==> src/rtl/shift_share_arbiter.sv <==
// rtl/shift_share_arbiter.sv - one shared left shifter arbitrated among NUM_PORTS elastic requesters
// Optional macro SHIFT_SHARE_RR_EN selects round-robin arbitration (default: fixed priority, lowest index).
module shift_share_arbiter #(
    parameter int DATA_WIDTH = 32,
    parameter int NUM_PORTS  = 2
) (
    input  logic                            clk,
    input  logic                            rst,
    input  logic [NUM_PORTS*DATA_WIDTH-1:0] ins_lhs,
    input  logic [NUM_PORTS*DATA_WIDTH-1:0] ins_rhs,
    input  logic [NUM_PORTS-1:0]            ins_valid,
    output logic [NUM_PORTS-1:0]            ins_ready,
    output logic [NUM_PORTS*DATA_WIDTH-1:0] outs,
    output logic [NUM_PORTS-1:0]            outs_valid,
    input  logic [NUM_PORTS-1:0]            outs_ready
);
    localparam int TAG_W = $clog2(NUM_PORTS);
    localparam logic [DATA_WIDTH:0] DW_L = DATA_WIDTH;

    typedef enum logic {IDLE, BUSY} state_t;

    state_t                 state_q, state_d;
    logic [DATA_WIDTH-1:0]  res_q, res_d;
    logic [TAG_W-1:0]       owner_q, owner_d;
    logic [TAG_W-1:0]       last_q, last_d;

    logic                   can_accept;
    logic                   grant_any;
    logic                   do_grant;
    logic [TAG_W-1:0]       grant;
    logic [DATA_WIDTH-1:0]  sel_lhs, sel_rhs, shifted;

`ifdef SHIFT_SHARE_RR_EN
    int                     rr_idx;
    logic [TAG_W-1:0]       rr_tag;

    // Search begins one past the last winner so every requester gets a turn.
    always_comb begin
        grant_any = 1'b0;
        grant     = '0;
        rr_idx    = 0;
        rr_tag    = '0;
        for (int k = 0; k < NUM_PORTS; k++) begin
            rr_idx = (int'(last_q) + 1 + k) % NUM_PORTS;
            rr_tag = TAG_W'(rr_idx);
            if (!grant_any && ins_valid[rr_tag]) begin
                grant_any = 1'b1;
                grant     = rr_tag;
            end
        end
    end
`else
    logic unused_last;
    assign unused_last = ^last_q;

    always_comb begin
        grant_any = 1'b0;
        grant     = '0;
        for (int k = 0; k < NUM_PORTS; k++) begin
            if (!grant_any && ins_valid[k]) begin
                grant_any = 1'b1;
                grant     = TAG_W'(k);
            end
        end
    end
`endif

    assign can_accept = (state_q == IDLE) || ((state_q == BUSY) && outs_ready[owner_q]);
    assign do_grant   = can_accept && grant_any && !rst;

    always_comb begin
        sel_lhs = '0;
        sel_rhs = '0;
        for (int i = 0; i < NUM_PORTS; i++) begin
            if (grant == TAG_W'(i)) begin
                sel_lhs = ins_lhs[i*DATA_WIDTH +: DATA_WIDTH];
                sel_rhs = ins_rhs[i*DATA_WIDTH +: DATA_WIDTH];
            end
        end
    end

    // Full-width compare so oversized shift amounts are never truncated into range.
    assign shifted = ({1'b0, sel_rhs} >= DW_L) ? '0 : (sel_lhs << sel_rhs);

    always_comb begin
        state_d = state_q;
        res_d   = res_q;
        owner_d = owner_q;
        last_d  = last_q;
        if (do_grant) begin
            res_d   = shifted;
            owner_d = grant;
            last_d  = grant;
            state_d = BUSY;
        end else if ((state_q == BUSY) && outs_ready[owner_q]) begin
            state_d = IDLE;
        end
    end

    always_ff @(posedge clk) begin
        if (rst) begin
            state_q <= IDLE;
            res_q   <= '0;
            owner_q <= '0;
            last_q  <= TAG_W'(NUM_PORTS - 1);
        end else begin
            state_q <= state_d;
            res_q   <= res_d;
            owner_q <= owner_d;
            last_q  <= last_d;
        end
    end

    always_comb begin
        ins_ready  = '0;
        outs_valid = '0;
        outs       = '0;
        for (int i = 0; i < NUM_PORTS; i++) begin
            if (do_grant && (grant == TAG_W'(i))) begin
                ins_ready[i] = 1'b1;
            end
            if ((state_q == BUSY) && (owner_q == TAG_W'(i))) begin
                outs_valid[i]                      = 1'b1;
                outs[i*DATA_WIDTH +: DATA_WIDTH]   = res_q;
            end
        end
    end
endmodule

==> config.mk <==
export PLATFORM = sky130hd
export DESIGN_NAME = shift_share_arbiter
export DESIGN_NICKNAME = d
export VERILOG_FILES = /design/src/rtl/shift_share_arbiter.sv
export SDC_FILE = /design/constraint.sdc
export NUM_CORES = 1
export LEC_CHECK = 0
export BUFFER_PORTS_ARGS = -buffer_cell sky130_fd_sc_hd__buf_2
export CAP_MARGIN = 20
export CORE_ASPECT_RATIO = 1.5
export CORE_MARGIN = 4
export CORE_UTILIZATION = 40
export CTS_CLUSTER_SIZE = 14
export DETAILED_ROUTE_END_ITERATION = 10
export PLACE_DENSITY = 0.68
export SKIP_LAST_GASP = 1
export SLEW_MARGIN = 20
export SYNTH_ARGS = -nofsm -noshare
export SYNTH_HDL_FRONTEND = slang
export SYNTH_SLANG_ARGS = --single-unit
export TNS_END_PERCENT = 20
==> constraint.sdc <==
create_clock -name clk -period 2.1 [get_ports clk]
set_input_delay 0.21 -clock clk [delete_from_list [all_inputs] [get_ports clk]]
set_output_delay 0.21 -clock clk [all_outputs]
set_load 0.01 [all_outputs]
==> impl_results.md <==
* IO Port Bufs at 201
* Clock sink total at 34
* Hold Path Sink: res_q[8]$_SDFFE_PP0P_
* Yosys Warn Count at 0
* Peak Freq at 497.1 MHz
* Syn nets at 704
* DR DRC count at 0
* Final Hold Vio Count at 0
* DR WL/cell at 18.46 um
* Post-synth top area share at 15.21%
* Synthesized cell area at 0.004474 sq mm
* Core area at 0.01100 sq mm
* Slowest CP cell: nor2_1
* Grt total ovfl at 0
* HPWL after DPL at 15.34 mm
* Hold Crit Depth at 2
* RD Place Congestion at 0.9186
* CTS Buf Count at 5
* Main combinational cell family by area after synthesis: multiplexers
* Clk slew on worst S/H paths at 0.05 ns
* Setup TNS at 0 ns
* Buf/Inv on CP at 3
* Core Rows at 47
* Syn-to-layout area delta at 43.32%
* Pwr/cell area at 402.9 mW/mm^2
* XOR/XNOR share of the synthesized area at 0%
* Reg2reg end: res_q[27]$_SDFFE_PP0P_
* Reg-to-Reg Start: owner_q$_SDFFE_PP0P_
* H-tree levels at 2
* Hold_sp: rst
* Total of max-cap violations at 0
* Seq cells post-synth at 34
* Ant. Diodes at 0
* Initial Util at 40.69%
* CP top delay family: simple AND/OR/NAND/NOR gates
* Reg2Reg Setup Slack at 0.33 ns
* Clock Latency Late Sink at 0.28 ns
* Die Wd at 94.36 um
* Tmin final at 2.012 ns
* Largest net degree at the start of global routing at 36
* Register area share after synthesis at 15.21%
* Initial DRT Pass Iterations at 5
* Antenna Nets Post-Route at 0
* Layout fillers at 1075
* Rel. slew slack at 44.35%
* Leakage at 3.190 nW
* Final wirelength at 17.98 mm
* Measured slew at the worst slew-check pin at 0.8316 ns
* Post-route cell area at 0.006412 sq mm
* Fin crit share at 95.79%
* Top-level port count at 202
* Crit path top cell by count: buf_4
* Stages on worst setup path at 8
* Most used DFF post-synth: dfxtp_1
* Detailed-route vias per instance at 5.747
* Compound-gate portion of the synthesized area at 24.16%
* Commonest non-fill, non-tap cell in the layout: buf_2
* Adder-cell area share of the yosys netlist at 0%
* Highest net fanout along the worst path at 8
* Iteration-0 DRC Markers at 277
* CTS tree: built
* Skew final at 0.004189 ns
* Setup violators final at 0
* Final WS setup at 0.08849 ns
* Status: finished, final reports clean
* First-pass GRT wire length at 27.80 mm
* Final nets at 960
* Worst setup EP type: register
* Post-Syn Instances at 570
* RSZ-0062 raised after global routing: true
* Die ar. at 0.01298 sq mm
* Critical path arrival at 2.21 ns
* GRT Util Overall at 27.12%
* Max Slew Vio Count at 0
* Hold WC Path Type: in2reg
* Wire length on met2 at 9.103 mm
* CTS Root Cell: clkbuf_16
* Worst EP required at 2.30 ns
* Synth Area per Inst at 7.850 sq um
* Critical path type: in2reg
* Die height at 137.5 um
* Layout cells sized above 1 at 43.41%
* Most frequent cells in the layout: buf_2 (201), buf_4 (101), mux2i_1 (64)
* Yosys cell types at 58
* Number of global-route vias before repair at 5571
* Synth async-reset ratio at 0%
* VDD IR max at 0.2935 mV
* Pre-CTS WS at -0.3726 ns
* Highest Signal Layer: met4
* FF-to-FF path depth at 6
* Initial antenna violation count at 0
* Synth Area in Simple Gates at 27.01%
* EDFF count, synth at 0
* Placed cell area at 0.006248 sq mm
* WL met3 at 1.176 mm
* Bufs on Longest Clock Path at 2
* Worst path cell trace: buf_2 > nor2b_2 > nor2_1 > a221oi_1 > buf_4 > buf_4 > a221o_1 > o221ai_1
* Routed vias at 5598
* Setup crit start kind: primary input
* Mux share of post-synthesis cell area at 27.38%
* Top cells by area, synth: dfxtp_1 (15%), mux2i_1 (15%), mux4_2 (7.6%), mux2_2 (5.3%), and2_1 (4.9%)
* Slowest Stage Delay on Critical Path at 0.63 ns
* Wire length on met1 at 6.930 mm
* Area leader, netlist: dfxtp_1
-- state kept, by name, summed over array words and instances, names as in the netlist --
name	cells
owner_q	1
res_q	32
state_q	1
-- routing by layer --
layer / vias up / GRT usage (%)
met5: - / 0
met4: 0 / 13.09
met3: 46 / 2.896
met2: 263 / 49.49
met1: 2564 / 31.04
li1: 2725 / -
-- metrics by stage --
step,total power [W],util (%),hold slack [ns],std cells
floorplan,0.001291,-,0.4305,570
global placement,0.001826,56.82,0.4457,966
detailed placement,0.001836,56.82,0.4571,966
CTS,0.002574,58.27,0.2858,974
global route,0.002708,58.31,0.3031,974
finish,0.002583,58.31,0.2871,974
-- worst reg2reg max path: cells and delay by family (launching register included) --
family | cells | cell delay, ns
buf+inv | 1 | 0.20
simple gates | 1 | 0.17
flops | 1 | 0.34
mux | 1 | 0.34
compound gates | 3 | 0.61
-- Yosys cell counts (7+ instances only) --
cell,n
mux2i_1,65
nand2_1,49
and2_1,35
dfxtp_1,34
and3_1,33
nor2_1,29
clkbuf_1,28
nor3_1,26
a21oi_1,22
mux2_2,21
o22ai_1,21
buf_2,19
o21ai_0,17
nand3_1,16
a211oi_1,15
mux4_2,15
nor4_1,12
o32ai_1,11
a32o_1,8
a32oi_1,7
o221ai_1,7
-- area by class of cell --
cell class                 instances  area [sq um]  area share [%]
multi-input combinational        474          3533           55.10
timing repair buffer             306          1844           28.76
clock inverter                     2         12.51          0.1951
tap                              147         183.9           2.868
sequential                        34         680.7           10.61
clock buffer                       6         138.9           2.166
inverter                           5         18.77          0.2927
-- logic make-up (layout without fill, tap and decap cells) --
kind of cell / Yosys count / in the layout
AO/OA/AOI/OAI: 148 / 148
AND/OR/NAND/NOR: 225 / 225
buffers and inverters: 62 / 319
flip-flops: 34 / 34
multiplexers: 101 / 101
-- timing repair --
item                                    CTS  global route
hold buffers                              0             0
endpoints found under the setup margin    3             3
buffers inserted                          0             0
pin swaps                                 0             0
resized for setup                         1             1
-- power by group --
group	leakage, nW	switching, W	total (W)	internal (W)
sequential	0.274	0.00000221	0.000650	0.000648
combinational	2.84	0.000630	0.00119	0.000561
clock	0.0729	0.000273	0.000742	0.000469
total	3.19	0.000905	0.00258	0.00168
-- how the worst max path moves through the flow --
| stage | from | to | slack (ns) |
|---|---|---|---|
| final | ins_valid[1] | res_q[29]$_SDFFE_PP0P_ | 0.09 |
| after floorplan | ins_rhs[0] | res_q[27]$_SDFFE_PP0P_ | 0.03 |
| after global placement | ins_rhs[32] | res_q[23]$_SDFFE_PP0P_ | -0.48 |
| after detailed placement | ins_rhs[32] | res_q[23]$_SDFFE_PP0P_ | -0.37 |
| after global routing | ins_rhs[32] | res_q[15]$_SDFFE_PP0P_ | -0.006 |
| after CTS | ins_valid[1] | res_q[29]$_SDFFE_PP0P_ | 0.12 |
Power figures use the tool's default switching activity.
